--- config.mk ---
export PLATFORM = sky130hd
export DESIGN_NAME = ssd_scroll_ctrl
export DESIGN_NICKNAME = d
export VERILOG_FILES = /design/src/rtl/ssd_scroll_ctrl.sv
export SDC_FILE = /design/constraint.sdc
export NUM_CORES = 1
export LEC_CHECK = 0
export CORE_AREA = 2 2 57 59
export CTS_CLUSTER_DIAMETER = 40
export DETAILED_ROUTE_END_ITERATION = 7
export DIE_AREA = 0 0 59 61
export GPL_TIMING_DRIVEN = 0
export MAX_ROUTING_LAYER = met4
export PLACE_DENSITY_LB_ADDON = 0.1
export SYNTH_ARGS = -nofsm -noshare
export SYNTH_HDL_FRONTEND = slang
export SYNTH_SLANG_ARGS = --single-unit
--- constraint.sdc ---
create_clock -name clk -period 5.9 [get_ports clk]
set_input_delay 0.59 -clock clk [delete_from_list [all_inputs] [get_ports clk]]
set_output_delay 0.59 -clock clk [all_outputs]
set_load 0.03 [all_outputs]
--- src/rtl/ssd_scroll_ctrl.sv ---
// Four-digit seven-segment sequencer. It scans the digits through active-low
// selects and scrolls a MSG_LEN-character message one position per
// SCROLL_DIV frames, in either direction.
module ssd_scroll_ctrl #(
  parameter int SCAN_DIV   = 50000,
  parameter int SCROLL_DIV = 100,
  parameter int MSG_LEN    = 6
) (
  input  logic       clk,
  input  logic       rst_n,
  input  logic       en,
  input  logic       dir,
  output logic [3:0] char_idx,
  output logic [3:0] ssd_ctl,
  output logic       step_pulse
);

  localparam int SW = (SCAN_DIV > 1) ? $clog2(SCAN_DIV) : 1;
  localparam int FW = (SCROLL_DIV > 1) ? $clog2(SCROLL_DIV) : 1;

  localparam logic [SW-1:0] SCAN_LAST  = SW'(SCAN_DIV - 1);
  localparam logic [FW-1:0] FRAME_LAST = FW'(SCROLL_DIV - 1);
  localparam logic [3:0]    HEAD_LAST  = 4'(MSG_LEN - 1);
  localparam logic [4:0]    LEN5       = 5'(MSG_LEN);

  logic [SW-1:0] scanCnt_q, scanCnt_d;
  logic [1:0]    digit_q, digit_d;
  logic [FW-1:0] frameCnt_q, frameCnt_d;
  logic [3:0]    head_q, head_d;
  logic          stepPulse_q, stepPulse_d;

  logic scanWrap;
  logic frameBoundary;
  logic stepNow;
  logic [4:0] rawIdx;
  logic [4:0] idxOnce;
  logic [4:0] idxTwice;

  assign scanWrap      = (scanCnt_q == SCAN_LAST);
  assign frameBoundary = scanWrap && (digit_q == 2'd3);
  assign stepNow       = frameBoundary && en && (frameCnt_q == FRAME_LAST);

  // Next-state logic: the scan always runs, and enabled frames are counted
  // until the head steps on the frame that completes a scroll period.
  always_comb begin
    scanCnt_d   = scanCnt_q + SW'(1);
    digit_d     = digit_q;
    frameCnt_d  = frameCnt_q;
    head_d      = head_q;
    stepPulse_d = stepNow;
    if (scanWrap) begin
      scanCnt_d = '0;
      digit_d   = digit_q + 2'd1;
    end
    if (frameBoundary && en) begin
      if (frameCnt_q == FRAME_LAST) begin
        frameCnt_d = '0;
        if (dir) begin
          head_d = (head_q == 4'd0) ? HEAD_LAST : head_q - 4'd1;
        end else begin
          head_d = (head_q == HEAD_LAST) ? 4'd0 : head_q + 4'd1;
        end
      end else begin
        frameCnt_d = frameCnt_q + FW'(1);
      end
    end
  end

  // State registers; a low rst_n at an edge discards any step in progress.
  always_ff @(posedge clk) begin
    if (!rst_n) begin
      scanCnt_q   <= '0;
      digit_q     <= 2'd0;
      frameCnt_q  <= '0;
      head_q      <= 4'd0;
      stepPulse_q <= 1'b0;
    end else begin
      scanCnt_q   <= scanCnt_d;
      digit_q     <= digit_d;
      frameCnt_q  <= frameCnt_d;
      head_q      <= head_d;
      stepPulse_q <= stepPulse_d;
    end
  end

  // Output decode from registers only. The raw index can reach MSG_LEN+2,
  // which for the shortest message needs two conditional subtractions.
  always_comb begin
    rawIdx   = {1'b0, head_q} + 5'd3 - {3'b000, digit_q};
    idxOnce  = (rawIdx >= LEN5) ? rawIdx - LEN5 : rawIdx;
    idxTwice = (idxOnce >= LEN5) ? idxOnce - LEN5 : idxOnce;
    char_idx = idxTwice[3:0];
    ssd_ctl  = ~(4'b0001 << digit_q);
  end

  assign step_pulse = stepPulse_q;

endmodule

==> flow_summary_export.csv <==
group,metric,value,unit
final_layout,syn_to_final_growth,12.04,%
critical_path,worstSetupPathType,"flop to primary output",
critical_path,crit_family,"buffers and inverters",
clock_tree,postCtsSetupBuffers,0,
clock_tree,clkTransAtPathRegs,90,ps
global_routing,grt_pass1_wl,5844,um
run_status,status,"completed",
global_routing,grt_overflow,0,
synth,synth.top_cell.area_share,34.19,%
timing,rsz0062_at_grt,"false",
critical_path,cp_slowest_cell,"clkdlybuf4s50_1",
global_routing,antenna_found_initial,0,
synth,yosys_register_bits,30,
timing,worstMarginPinSlew,466.0,ps
clock_tree,cts.sinks,30,
final_layout,mostFrequentLayoutCells,"nor2_1, dfxtp_1, nand2_1, xor2_1, inv_1",
placed_design,place_congestion,0.9221,
critical_path,worst_setup_path_start_kind,"flop",
timing,final_hold_viol_count,0,
die,die_x,59,um
placed_design,dp_cells,258,
clock_tree,insertion_delay,320,ps
timing,max_freq,235.6,MHz
final_layout,drive_gt1_share,6.009,%
final_layout,fin_util,66.65,%
global_routing,grtUsageTotal,21.99,%
detailed_routing,dr.pass1.iters,4,
clock_tree,cts_tree,"yes",
detailed_routing,met1_length,1645,um
placed_design,io_buffers,11,
placed_design,hpwl,2605,um
detailed_routing,top_layer_used,"met4",
die,die_y,61,um
detailed_routing,num_vias,1519,
critical_path,end_kind,"primary output",
timing,fin_skew,7.496,ps
worst_hold_path,hold_class,"flop to flop",
die,start_util,59.49,%
clock_tree,clockBufferDepth,2,
global_routing,grt_pass1_vias,1374,
detailed_routing,wl_met2,1598,um
synth,avgSynthCellArea,8.209,um2
critical_path,crit_buf_inv,5,
timing,report.final.setup_viol,0,
synth,synth-seq-area-share,34.19,%
detailed_routing,detail_route.vias_per_cell,5.711,
final_layout,stdcell_count,266,
detailed_routing,drc_errors,0,
die,fp.coreArea,2953,um2
synth,synthDistinctLibCells,38,
critical_path,cp_max_fo,10,
flow_run,cap_violations,0,
clock_tree,cts_made_buffers,5,
synth,netlist_area,1757,um2
critical_path,crit_arrival,3650,ps
timing,fin_crit_sh,71.94,%
die,design.die.area,3599,um2
global_routing,grt_max_degree,11,
timing,final.min_clock_period,4245,ps
timing,slew_viol_final,0,
final_layout,final_common_cell,"nor2_1",
detailed_routing,ant_nets,0,
detailed_routing,wl_per_cell,12.79,um
pwr,p_per_area,173.7,nW/um2
pwr,vdd_drop_max,0.0001450,V
pwr,p_leak,0.7926,nW
clock_tree,post_cts_resized,0,
timing,fin_tns_setup,0,ps
critical_path,cp_cell_sequence,"inv_1, ha_1, ha_1, inv_1, fa_1, inv_1, ha_1, clkbuf_1, nor2_1, o21ai_0, nand3_1, o31ai_1, clkdlybuf4s50_1",
timing,slew_headroom,68.94,%
critical_path,cp_slowest_stage_delay,710,ps
final_layout,n_antenna_cell,0,
synth,ys_warn_count,0,
die,rows,20,
die,num_io_pins,13,
detailed_routing,totalWireLength,3402,um
synth,synth_area_leaders,"dfxtp_1, ha_1, xor2_1, nor2_1, xnor2_1",
critical_path,required,5310,ps
clock_tree,ctsHtreeMaxLevel,2,
detailed_routing,met3_length,119,um
final_layout,nets,248,
clock_tree,cts_root_buffer,"clkbuf_4",
synth,syn_inst,214,
clock_tree,hold_buffers,0,
synth,synth_fp_nets,230,
detailed_routing,drt_iter0_drc,115,
synth,yosysTopAreaCell,"dfxtp_1",
==> through the flow <==
step / worst slack, ps / hold WS, ps / power [W] / cell area (um2)
5_1_grt: 1401 / 469.3 / 0.0003551 / 1968
3_3_place_gp: 2090 / 425.7 / 0.0002197 / 1908
3_5_place_dp: 1992 / 449.0 / 0.0002204 / 1908
6_report: 1656 / 461.5 / 0.0003419 / 1968
4_1_cts: 1639 / 461.4 / 0.0003462 / 1968
2_1_floorplan: 2446 / 413.2 / 0.0002163 / 1757
==> worst paths after layout <==
path | cells past startpoint | slack [ps] | startpoint | to
setup / recovery | 13 | 1660 | digit_q[1] | char_idx[1]
hold / removal | 1 | 460 | scanCnt_q[0] | scanCnt_q[0]
setup reg to reg | 5 | 3670 | scanCnt_q[11] | frameCnt_q[2]
hold reg to reg | 1 | 460 | scanCnt_q[0] | scanCnt_q[0]
==> where the power goes <==
part | switching (W) | total (W) | leakage (nW) | internal, W
combinational | 0.00000663 | 0.0000106 | 0.515 | 0.00000392
sequential | 0.00000137 | 0.000205 | 0.242 | 0.000204
clock | 0.0000682 | 0.000126 | 0.0353 | 0.0000577
==> layer usage <==
layer | up-vias | track usage (%)
li1 | 780 | -
met1 | 709 | 26.64
met2 | 25 | 35.24
met3 | 5 | 6.397
met4 | 0 | 7.143
met5 | - | -
==> final cells by class <==
class                      instances  area, um2
clock inverter                     1      5.005
inverter                          14      52.55
multi-input combinational        163       1076
tap                               33      41.29
buffer                             7      27.53
clock buffer                       7      55.05
sequential                        30      600.6
timing repair buffer              11      110.1
fill                             252      984.7
==> cells by family after synthesis <==
family	count (synthesis)	synth area share (%)
flops	30	34.19
buf+inv	21	4.558
compound gates	23	9.117
xor+xnor	25	12.46
simple gates	101	29.56
mux	2	1.140
fa+ha+maj	12	8.974
==> cells in the mapped netlist <==
library cell / instances
a2111o_1: 1
a211oi_1: 1
a21oi_1: 5
a221oi_1: 1
a22oi_1: 2
a31o_2: 1
a41o_1: 1
and2_0: 1
and2_1: 1
and3_1: 8
and4_1: 2
buf_2: 1
clkbuf_1: 6
dfxtp_1: 30
fa_1: 1
ha_1: 11
inv_1: 14
mux2i_1: 2
nand2_1: 18
nand2b_1: 2
nand3_1: 13
nand4_1: 9
nor2_1: 33
nor2b_1: 1
nor3_1: 4
nor3_4: 1
nor4_1: 1
nor4_2: 1
nor4b_1: 1
o211ai_1: 5
o21ai_0: 4
o21ai_2: 1
o31ai_1: 1
or3_1: 1
or4_1: 2
or4_4: 2
xnor2_1: 10
xor2_1: 15
==> flip-flops by register name, summed over array words and instances (netlist names) <==
name	flops
scanCnt_q	16
frameCnt_q	7
head_q	4
digit_q	2
step_pulse	1
(Power assumes the default switching activity.)
